===== src/rtl/mesh_pkg.sv =====
// ============================================================================
// Module : mesh_pkg
// Brief  : Shared mesh constants: packet geometry, NIC register map and
//          packet field positions common to NIC and router.
// Rev    : 1.0  initial release
// ============================================================================
`default_nettype none

package mesh_pkg;

    localparam int PACKET_WIDTH = 64;
    localparam int VC_BIT       = 63;

    localparam logic [1:0] ADDR_IN_DATA  = 2'b00;
    localparam logic [1:0] ADDR_IN_STAT  = 2'b01;
    localparam logic [1:0] ADDR_OUT_DATA = 2'b10;
    localparam logic [1:0] ADDR_OUT_STAT = 2'b11;

    // Header layout shared with the router; payload occupies the low bits.
    localparam int DIR_BIT       = 62;
    localparam int HOP_X_MSB     = 55;
    localparam int HOP_X_LSB     = 48;
    localparam int HOP_Y_MSB     = 47;
    localparam int HOP_Y_LSB     = 40;
    localparam int SRC_MSB       = 39;
    localparam int SRC_LSB       = 32;

    function automatic logic vc_matches(input logic [PACKET_WIDTH-1:0] pkt,
                                        input logic                    polarity);
        return pkt[VC_BIT] == polarity;
    endfunction

endpackage

`default_nettype wire


===== src/rtl/mesh_nic_if.sv =====
// ============================================================================
// Module : mesh_nic_if
// Brief  : PE register bus plus router PE-port handshake for one mesh NIC.
// Rev    : 1.0  initial release
// ============================================================================
`default_nettype none

interface mesh_nic_if;
    import mesh_pkg::*;

    logic [1:0]              addr;
    logic [PACKET_WIDTH-1:0] d_in;
    logic [PACKET_WIDTH-1:0] d_out;
    logic                    nicEn;
    logic                    nicWrEn;
    logic                    net_si;
    logic                    net_ri;
    logic [PACKET_WIDTH-1:0] net_di;
    logic                    net_so;
    logic                    net_ro;
    logic [PACKET_WIDTH-1:0] net_do;
    logic                    net_polarity;

    // NIC side
    modport slave (
        input  addr, d_in, nicEn, nicWrEn, net_ri, net_so, net_do, net_polarity,
        output d_out, net_si, net_di, net_ro
    );

    // PE + router side
    modport master (
        output addr, d_in, nicEn, nicWrEn, net_ri, net_so, net_do, net_polarity,
        input  d_out, net_si, net_di, net_ro
    );
endinterface

`default_nettype wire


===== src/rtl/mesh_nic_buf.sv =====
// ============================================================================
// Module : mesh_nic_buf
// Brief  : Single-entry packet register with full flag; load wins over clear.
// Rev    : 1.0  initial release
// ============================================================================
`default_nettype none

module mesh_nic_buf #(
    parameter int WIDTH = 64
) (
    input  wire logic             clk,
    input  wire logic             reset,
    input  wire logic             i_load,
    input  wire logic             i_clear,
    input  wire logic [WIDTH-1:0] i_data,
    output logic      [WIDTH-1:0] o_data,
    output logic                  o_full
);
    logic [WIDTH-1:0] r_data;
    logic             r_full;

    always_ff @(posedge clk or posedge reset) begin
        if (reset) begin
            r_data <= '0;
            r_full <= 1'b0;
        end else if (i_load) begin
            r_data <= i_data;
            r_full <= 1'b1;
        end else if (i_clear) begin
            r_full <= 1'b0;
        end
    end

    assign o_data = r_data;
    assign o_full = r_full;
endmodule

`default_nettype wire


===== src/rtl/mesh_nic.sv =====
// ============================================================================
// Module : mesh_nic
// Brief  : PE <-> mesh router NIC with one output and one input packet buffer.
//          MESH_NIC_POLARITY_EN: hold injection until packet VC matches polarity.
// Rev    : 1.0  initial release
// ============================================================================
`default_nettype none

module mesh_nic
    import mesh_pkg::*;
(
    input  wire logic  clk,
    input  wire logic  reset,
    mesh_nic_if.slave  nic
);
    logic [PACKET_WIDTH-1:0] w_out_buf;
    logic [PACKET_WIDTH-1:0] w_in_buf;
    logic                    w_out_full;
    logic                    w_in_full;
    logic                    w_rd;
    logic                    w_wr;
    logic                    w_arrive;
    logic                    w_read_clear;
    logic                    w_gate;
    logic                    w_inject;
    logic                    r_net_si;
    logic [PACKET_WIDTH-1:0] r_net_di;

`ifdef MESH_NIC_POLARITY_EN
    assign w_gate = vc_matches(w_out_buf, nic.net_polarity);
`else
    assign w_gate = 1'b1;
`endif

    assign w_rd         = nic.nicEn & ~nic.nicWrEn;
    assign w_wr         = nic.nicEn & nic.nicWrEn & (nic.addr == ADDR_OUT_DATA) & ~w_out_full;
    assign w_read_clear = w_rd & (nic.addr == ADDR_IN_DATA);
    assign w_arrive     = nic.net_so & ~w_in_full;
    assign w_inject     = w_out_full & nic.net_ri & w_gate;

    // Write and inject are mutually exclusive: one needs empty, the other full.
    mesh_nic_buf #(.WIDTH(PACKET_WIDTH)) u_out_buf (
        .clk     (clk),
        .reset   (reset),
        .i_load  (w_wr),
        .i_clear (w_inject),
        .i_data  (nic.d_in),
        .o_data  (w_out_buf),
        .o_full  (w_out_full)
    );

    mesh_nic_buf #(.WIDTH(PACKET_WIDTH)) u_in_buf (
        .clk     (clk),
        .reset   (reset),
        .i_load  (w_arrive),
        .i_clear (w_read_clear),
        .i_data  (nic.net_do),
        .o_data  (w_in_buf),
        .o_full  (w_in_full)
    );

    always_ff @(posedge clk or posedge reset) begin
        if (reset) begin
            r_net_si <= 1'b0;
            r_net_di <= '0;
        end else begin
            r_net_si <= w_inject;
            if (w_inject) begin
                r_net_di <= w_out_buf;
            end
        end
    end

    always_comb begin
        nic.d_out = '0;
        if (w_rd) begin
            case (nic.addr)
                ADDR_IN_DATA:  nic.d_out = w_in_buf;
                ADDR_IN_STAT:  nic.d_out = {{(PACKET_WIDTH-1){1'b0}}, w_in_full};
                ADDR_OUT_STAT: nic.d_out = {{(PACKET_WIDTH-1){1'b0}}, w_out_full};
                default:       nic.d_out = '0;
            endcase
        end
    end

    assign nic.net_ro = ~w_in_full;
    assign nic.net_si = r_net_si;
    assign nic.net_di = r_net_di;
endmodule

`default_nettype wire


===== src/flat_wrapper.sv =====
// flat-port wrapper written by rule: the top's interface ports become plain ports
module mesh_nic_flat import mesh_pkg::*;
  (clk, reset, nic_addr, nic_d_in, nic_nicEn, nic_nicWrEn, nic_net_ri, nic_net_so, nic_net_do, nic_net_polarity, nic_d_out, nic_net_si, nic_net_di, nic_net_ro);
  mesh_nic_if nic_i ();
  input  wire logic clk;
  input  wire logic reset;
  input wire logic [$bits(nic_i.addr)-1:0] nic_addr;
  input wire logic [$bits(nic_i.d_in)-1:0] nic_d_in;
  input wire logic [$bits(nic_i.nicEn)-1:0] nic_nicEn;
  input wire logic [$bits(nic_i.nicWrEn)-1:0] nic_nicWrEn;
  input wire logic [$bits(nic_i.net_ri)-1:0] nic_net_ri;
  input wire logic [$bits(nic_i.net_so)-1:0] nic_net_so;
  input wire logic [$bits(nic_i.net_do)-1:0] nic_net_do;
  input wire logic [$bits(nic_i.net_polarity)-1:0] nic_net_polarity;
  output wire logic [$bits(nic_i.d_out)-1:0] nic_d_out;
  output wire logic [$bits(nic_i.net_si)-1:0] nic_net_si;
  output wire logic [$bits(nic_i.net_di)-1:0] nic_net_di;
  output wire logic [$bits(nic_i.net_ro)-1:0] nic_net_ro;
  assign nic_i.addr = nic_addr;
  assign nic_i.d_in = nic_d_in;
  assign nic_i.nicEn = nic_nicEn;
  assign nic_i.nicWrEn = nic_nicWrEn;
  assign nic_i.net_ri = nic_net_ri;
  assign nic_i.net_so = nic_net_so;
  assign nic_i.net_do = nic_net_do;
  assign nic_i.net_polarity = nic_net_polarity;
  assign nic_d_out = nic_i.d_out;
  assign nic_net_si = nic_i.net_si;
  assign nic_net_di = nic_i.net_di;
  assign nic_net_ro = nic_i.net_ro;
  mesh_nic u_core (.clk(clk), .reset(reset), .nic(nic_i));
endmodule

===== config.mk =====
export PLATFORM = sky130hd
export DESIGN_NAME = mesh_nic_flat
export DESIGN_NICKNAME = d
export VERILOG_FILES = /design/src/rtl/mesh_pkg.sv /design/src/rtl/mesh_nic_if.sv /design/src/rtl/mesh_nic_buf.sv /design/src/rtl/mesh_nic.sv /design/src/flat_wrapper.sv
export SDC_FILE = /design/constraint.sdc
export NUM_CORES = 1
export LEC_CHECK = 0
export ABC_AREA = 1
export CAP_MARGIN = 20
export CELL_PAD_IN_SITES_DETAIL_PLACEMENT = 0
export CELL_PAD_IN_SITES_GLOBAL_PLACEMENT = 1
export CORE_ASPECT_RATIO = 0.8
export CORE_MARGIN = 4
export CORE_UTILIZATION = 30
export CTS_CLUSTER_SIZE = 28
export DETAILED_ROUTE_END_ITERATION = 12
export DONT_BUFFER_PORTS = 1
export HOLD_SLACK_MARGIN = 0.1
export PLACE_DENSITY_LB_ADDON = 0.12
export SLEW_MARGIN = 20
export SYNTH_ARGS = -nofsm -noshare
export SYNTH_HDL_FRONTEND = slang
export SYNTH_HIERARCHICAL = 1
export SYNTH_SLANG_ARGS = --single-unit

===== constraint.sdc =====
create_clock -name clk -period 3.5 [get_ports clk]
set_input_delay 0.7 -clock clk [delete_from_list [all_inputs] [get_ports clk]]
set_output_delay 0.7 -clock clk [all_outputs]
set_load 0.01 [all_outputs]

# After elaboration in Yosys (flattened, before gate mapping)

Index checks and enable logic that the tools add are counted.

Equal/unequal tests: 3
Multiplexer cells: 6
Bitwise logic cells: 10
Reduce and logical (&&, ||, !) cells: 3

Operator list:

| kind                                                | number |
|---|---|
| case mux 64 bit (3 select lines)                    | 1 |
| two-way mux 64 bit                                  | 1 |
| bitwise AND 1 bit                                   | 7 |
| equality test 2 bit, second input constant          | 2 |
| two-way mux 1 bit                                   | 4 |
| nonzero test 2 bit                                  | 2 |
| NOT 1 bit                                           | 3 |
| equality test 2 x 1 -> 1 bit, second input constant | 1 |
| zero test 2 bit                                     | 1 |

Register bits after elaboration: 195
Output and inout bits: 130

# Longest topological paths before layout

Word-level depth: 5
Gate-level depth with buffers: 9
Gate-level depth less buffers: 7

# Modules after synthesis

Netlist, hierarchy kept.

Modules (own cells, without submodules):

| module       | instances | cells each | area an instance (µm²) | sequential area each (µm²) |
|---|---|---|---|---|
| mesh_nic_buf | 2         | 276        | 2521.2                 | 1626.6 |
| mesh_nic     | 1         | 426        | 3080.5                 | 1626.6 |

# Least setup slack after synthesis

No wires, ideal clock.

Path kind: input port to output port
Start point: input port nic_addr[1]
End point: output port nic_d_out[54]
Arrival time: 1272 ps
Required time: 2800 ps
Setup slack: 1528 ps
Stages on the path: 4
Buffers on the path: 1
Cell sequence: nor2_2 nand2_4 buf_6 nor2_1

Longest elaborated chain between the ends: 3
Elaborated cells on any way between the ends: 5
Classes of those cells: eq/ne: 2; mux: 2; reduce/logical: 1

Ends and longest elaborated chain:

| item                                              | RTL line           | text |
|---|---|---|
| from (decl)                                       | flat_wrapper.sv:7  | `input wire logic [$bits(nic_i.addr)-1:0] nic_addr;` |
| equality test 2 bit, or another cell as far along | mesh_nic.sv:77     | `case (nic.addr)` |
| case mux 64 bit (3 select lines) *                | mesh_nic.sv:77     |  |
| two-way mux 64 bit *                              | mesh_nic.sv:76     | `if (w_rd) begin` |
| to (decl)                                         | flat_wrapper.sv:15 | `output wire logic [$bits(nic_i.d_out)-1:0] nic_d_out;` |

Mark *: on every way between the ends. The rest lies on a longest branch, timed or not.

# Final worst setup path

Start point: input port nic_addr[1]
End point: output port nic_d_out[33]

The elaborated chain is that of the path after synthesis.

==> flow_summary.json <==
{
  "fin_crit_ns": 2.30,
  "hold_viol_final": 0,
  "syn2layout_area_growth_pct": 8.61,
  "synth_largest_area_cell": "dfrtp_1",
  "path_clk_slew_ns": 0.07,
  "cts_made_buffers": 17,
  "synth_top_area_share_pct": 60.1,
  "grt_antenna_before_repair": 2,
  "cp_max_fo": 64,
  "yosys_most_used_dff": "dfrtp_1",
  "reg2reg_from": "u_core/u_out_buf/o_full",
  "worst_ir_drop_vdd_uv": 324,
  "dp_cells": 1299,
  "die_w_um": 192,
  "cts_tree": "done",
  "slew_headroom_pct": 45.4,
  "startpoint_type": "input pin",
  "syn_area_um2": 8120,
  "status": "completed",
  "worstSetupPathType": "input pin to output port",
  "gp_congestion": 0.724,
  "first_pass_iters": 4,
  "async_reset_ff_share_pct": 100,
  "synth_edf_count": 0,
  "cts_setup_buffers": 0,
  "fin_crit_sh_pct": 65.6,
  "rsz0062_at_grt": "no",
  "path_cells": "nor2_2 > nand2_4 > nor2_1",
  "crit_end": "nic_d_out[33]",
  "grt_pass1_vias": 5897,
  "grt_pass1_wl_um": 34500,
  "grtUsageTotal_pct": 15.1,
  "fmax_ghz": 0.436,
  "worstSetupEndpointType": "output port",
  "dieHeight_um": 155,
  "fill_cells": 2870,
  "yosys-top-cells-area": "dfrtp_1 60%, nand2_1 27%, inv_1 3.5%, buf_6 3.3%, nor2_1 3.0%",
  "setup_violations": 0,
  "cts_max_level": 4,
  "placed_cell_area_um2": 8240,
  "grt_max_degree": 65,
  "p_leak_nw": 4.88,
  "cpPeakStageDelay_ns": 0.38,
  "cp.arrival_ns": 1.60,
  "boundaryPins": 267,
  "clkSinkCount": 195,
  "drive_gt1_share_pct": 5.65,
  "cp_slowest_cell": "nor2_1",
  "hpwl_um": 14600,
  "start_util_pct": 30.7,
  "core_area_um2": 26500,
  "synth_top_cells_by_count": "585 x nand2_1, 195 x dfrtp_1, 75 x inv_1",
  "via_count": 5648,
  "nNetsFinal": 1099,
  "clk_latency_ns": 0.44,
  "worst_pin_slew_ns": 0.818,
  "vias_per_cell": 4.24,
  "ant_nets": 0,
  "setup_ws_ns": 1.20,
  "row_count": 53,
  "wl_per_cell_um": 16.7,
  "overflow": 0,
  "synth_warnings": 6,
  "seq_area_frac_synth_pct": 60.1,
  "port_buffers": 0,
  "slew_violations": 0,
  "synth_most_common_cell": "nand2_1",
  "drc_errors": 0,
  "antenna_cells": 0,
  "powerDensity_nw_per_um2": 864,
  "startpoint": "nic_addr[1]",
  "fin_worst_skew_ns": 0.0148,
  "dieArea_um2": 29800,
  "timing.hold.ws_ns": 0.180,
  "clock_path_buffers": 2,
  "rr_endpoint": "u_core/u_out_buf/o_data[34]",
  "finalSetupTns_ns": 0,
  "synthCells": 978,
  "cts_resized": 0,
  "fin_area_um2": 8820,
  "ys_seq_elements": 195,
  "worst-endpoint-required_ns": 2.80,
  "r2r_slack_ns": 1.79,
  "fin_cells": 1331,
  "holdCritPathClass": "input pin to async pin",
  "cts-root-buf": "clkbuf_16",
  "synth_cell_types": 14,
  "post-place-ws_ns": 1.17,
  "wl_um": 22200,
  "reg2reg_depth": 6,
  "drv_cap": 0,
  "drt_iter0_markers": 230,
  "syn_area_per_cell_um2": 8.31,
  "synth_nets": 1115
}
## power breakdown
| group | internal [mW] | switching [mW] | total, mW |
|---|---|---|---|
| logic | 0.555 | 1.03 | 1.59 |
| clock network | 1.04 | 0.888 | 1.93 |
| registers | 3.28 | 0.826 | 4.11 |
## how the worst min path moves through the flow
stage | slack (ns) | start | endpoint
floorplan | 0.44 | u_core/u_in_buf/o_data[10] | u_core/u_in_buf/o_data[10]
global placement | 0.45 | u_core/u_out_buf/o_data[57] | u_core/nic.net_di[57]
detailed placement | 0.45 | u_core/u_out_buf/o_data[5] | u_core/nic.net_di[5]
CTS | 0.17 | reset | u_core/nic.net_di[24]
global route | 0.20 | reset | u_core/nic.net_di[22]
finish | 0.18 | reset | u_core/nic.net_di[22]
## cell families after synthesis
group	Yosys count	share of synthesized area (%)
simple gates	656	30.6
buf+inv	126	9.30
flops	195	60.1
compound gates	1	0.0616
## cell usage in the layout (no fill, tap or decap)
cell           netlist  routed
buf_12               0       2
buf_4                8      10
bufinv_16            0       1
clkbuf_1             0       1
clkbuf_16            0      17
clkbuf_8             6       3
clkinv_2             0       2
clkinv_4             0       3
clkinvlp_4           0       3
dfrtp_1            195     195
dlygate4sd3_1        0       1
inv_1               75      71
inv_2                3       6
inv_6                0       2
nand2_1            585     584
nand2_2              0       1
nand2_4              1       1
nand3_1              2       2
nor2_1              66      64
nor2_2               1       1
nor2_4               1       3
o21ai_0              1       1
## sequential cells by signal, summed over array words and instances (netlist names)
| register | count |
|---|---|
| u_core/u_out_buf/o_data | 64 |
| u_core/nic.net_di | 64 |
| u_core/nic.net_si | 1 |
| u_core/u_out_buf/o_full | 1 |
| u_core/u_in_buf/o_full | 1 |
| u_core/u_in_buf/o_data | 64 |
## final cells by class
| type | instances | area, um2 | area share, % |
|---|---|---|---|
| inverter | 78 | 294 | 3.33 |
| multi-input combinational | 657 | 2500 | 28.4 |
| tap | 357 | 447 | 5.06 |
| timing repair buffer | 13 | 125 | 1.42 |
| clock inverter | 10 | 101 | 1.15 |
| sequential | 195 | 4880 | 55.3 |
| clock buffer | 21 | 470 | 5.33 |
## what timing repair did
action	4_1_cts	5_1_grt
setup endpoints to repair	0	0
hold endpoints to repair	17	0
hold buffers	1	0
## per-stage QoR
step / utilization (%) / total power [mW]
floorplan: - / 5.31
global placement: 31.1 / 5.78
detailed placement: 31.1 / 5.81
CTS: 33.3 / 7.81
global route: 33.3 / 8.30
finish: 33.3 / 7.62
## per-layer routing
| layer | GRT usage [%] | wire [um] |
|---|---|---|
| met5 | 0 | 21 |
| met1 | 19.7 | 9750 |
| met3 | 6.46 | 2180 |
| met4 | 4.41 | 313 |
| met2 | 22.9 | 9920 |
## worst max-delay path, delay by kind of cell
family / cells / cell delay (ns)
and+or+nand+nor: 3 / 0.89
Note: power is estimated with default switching activity, not from simulation.
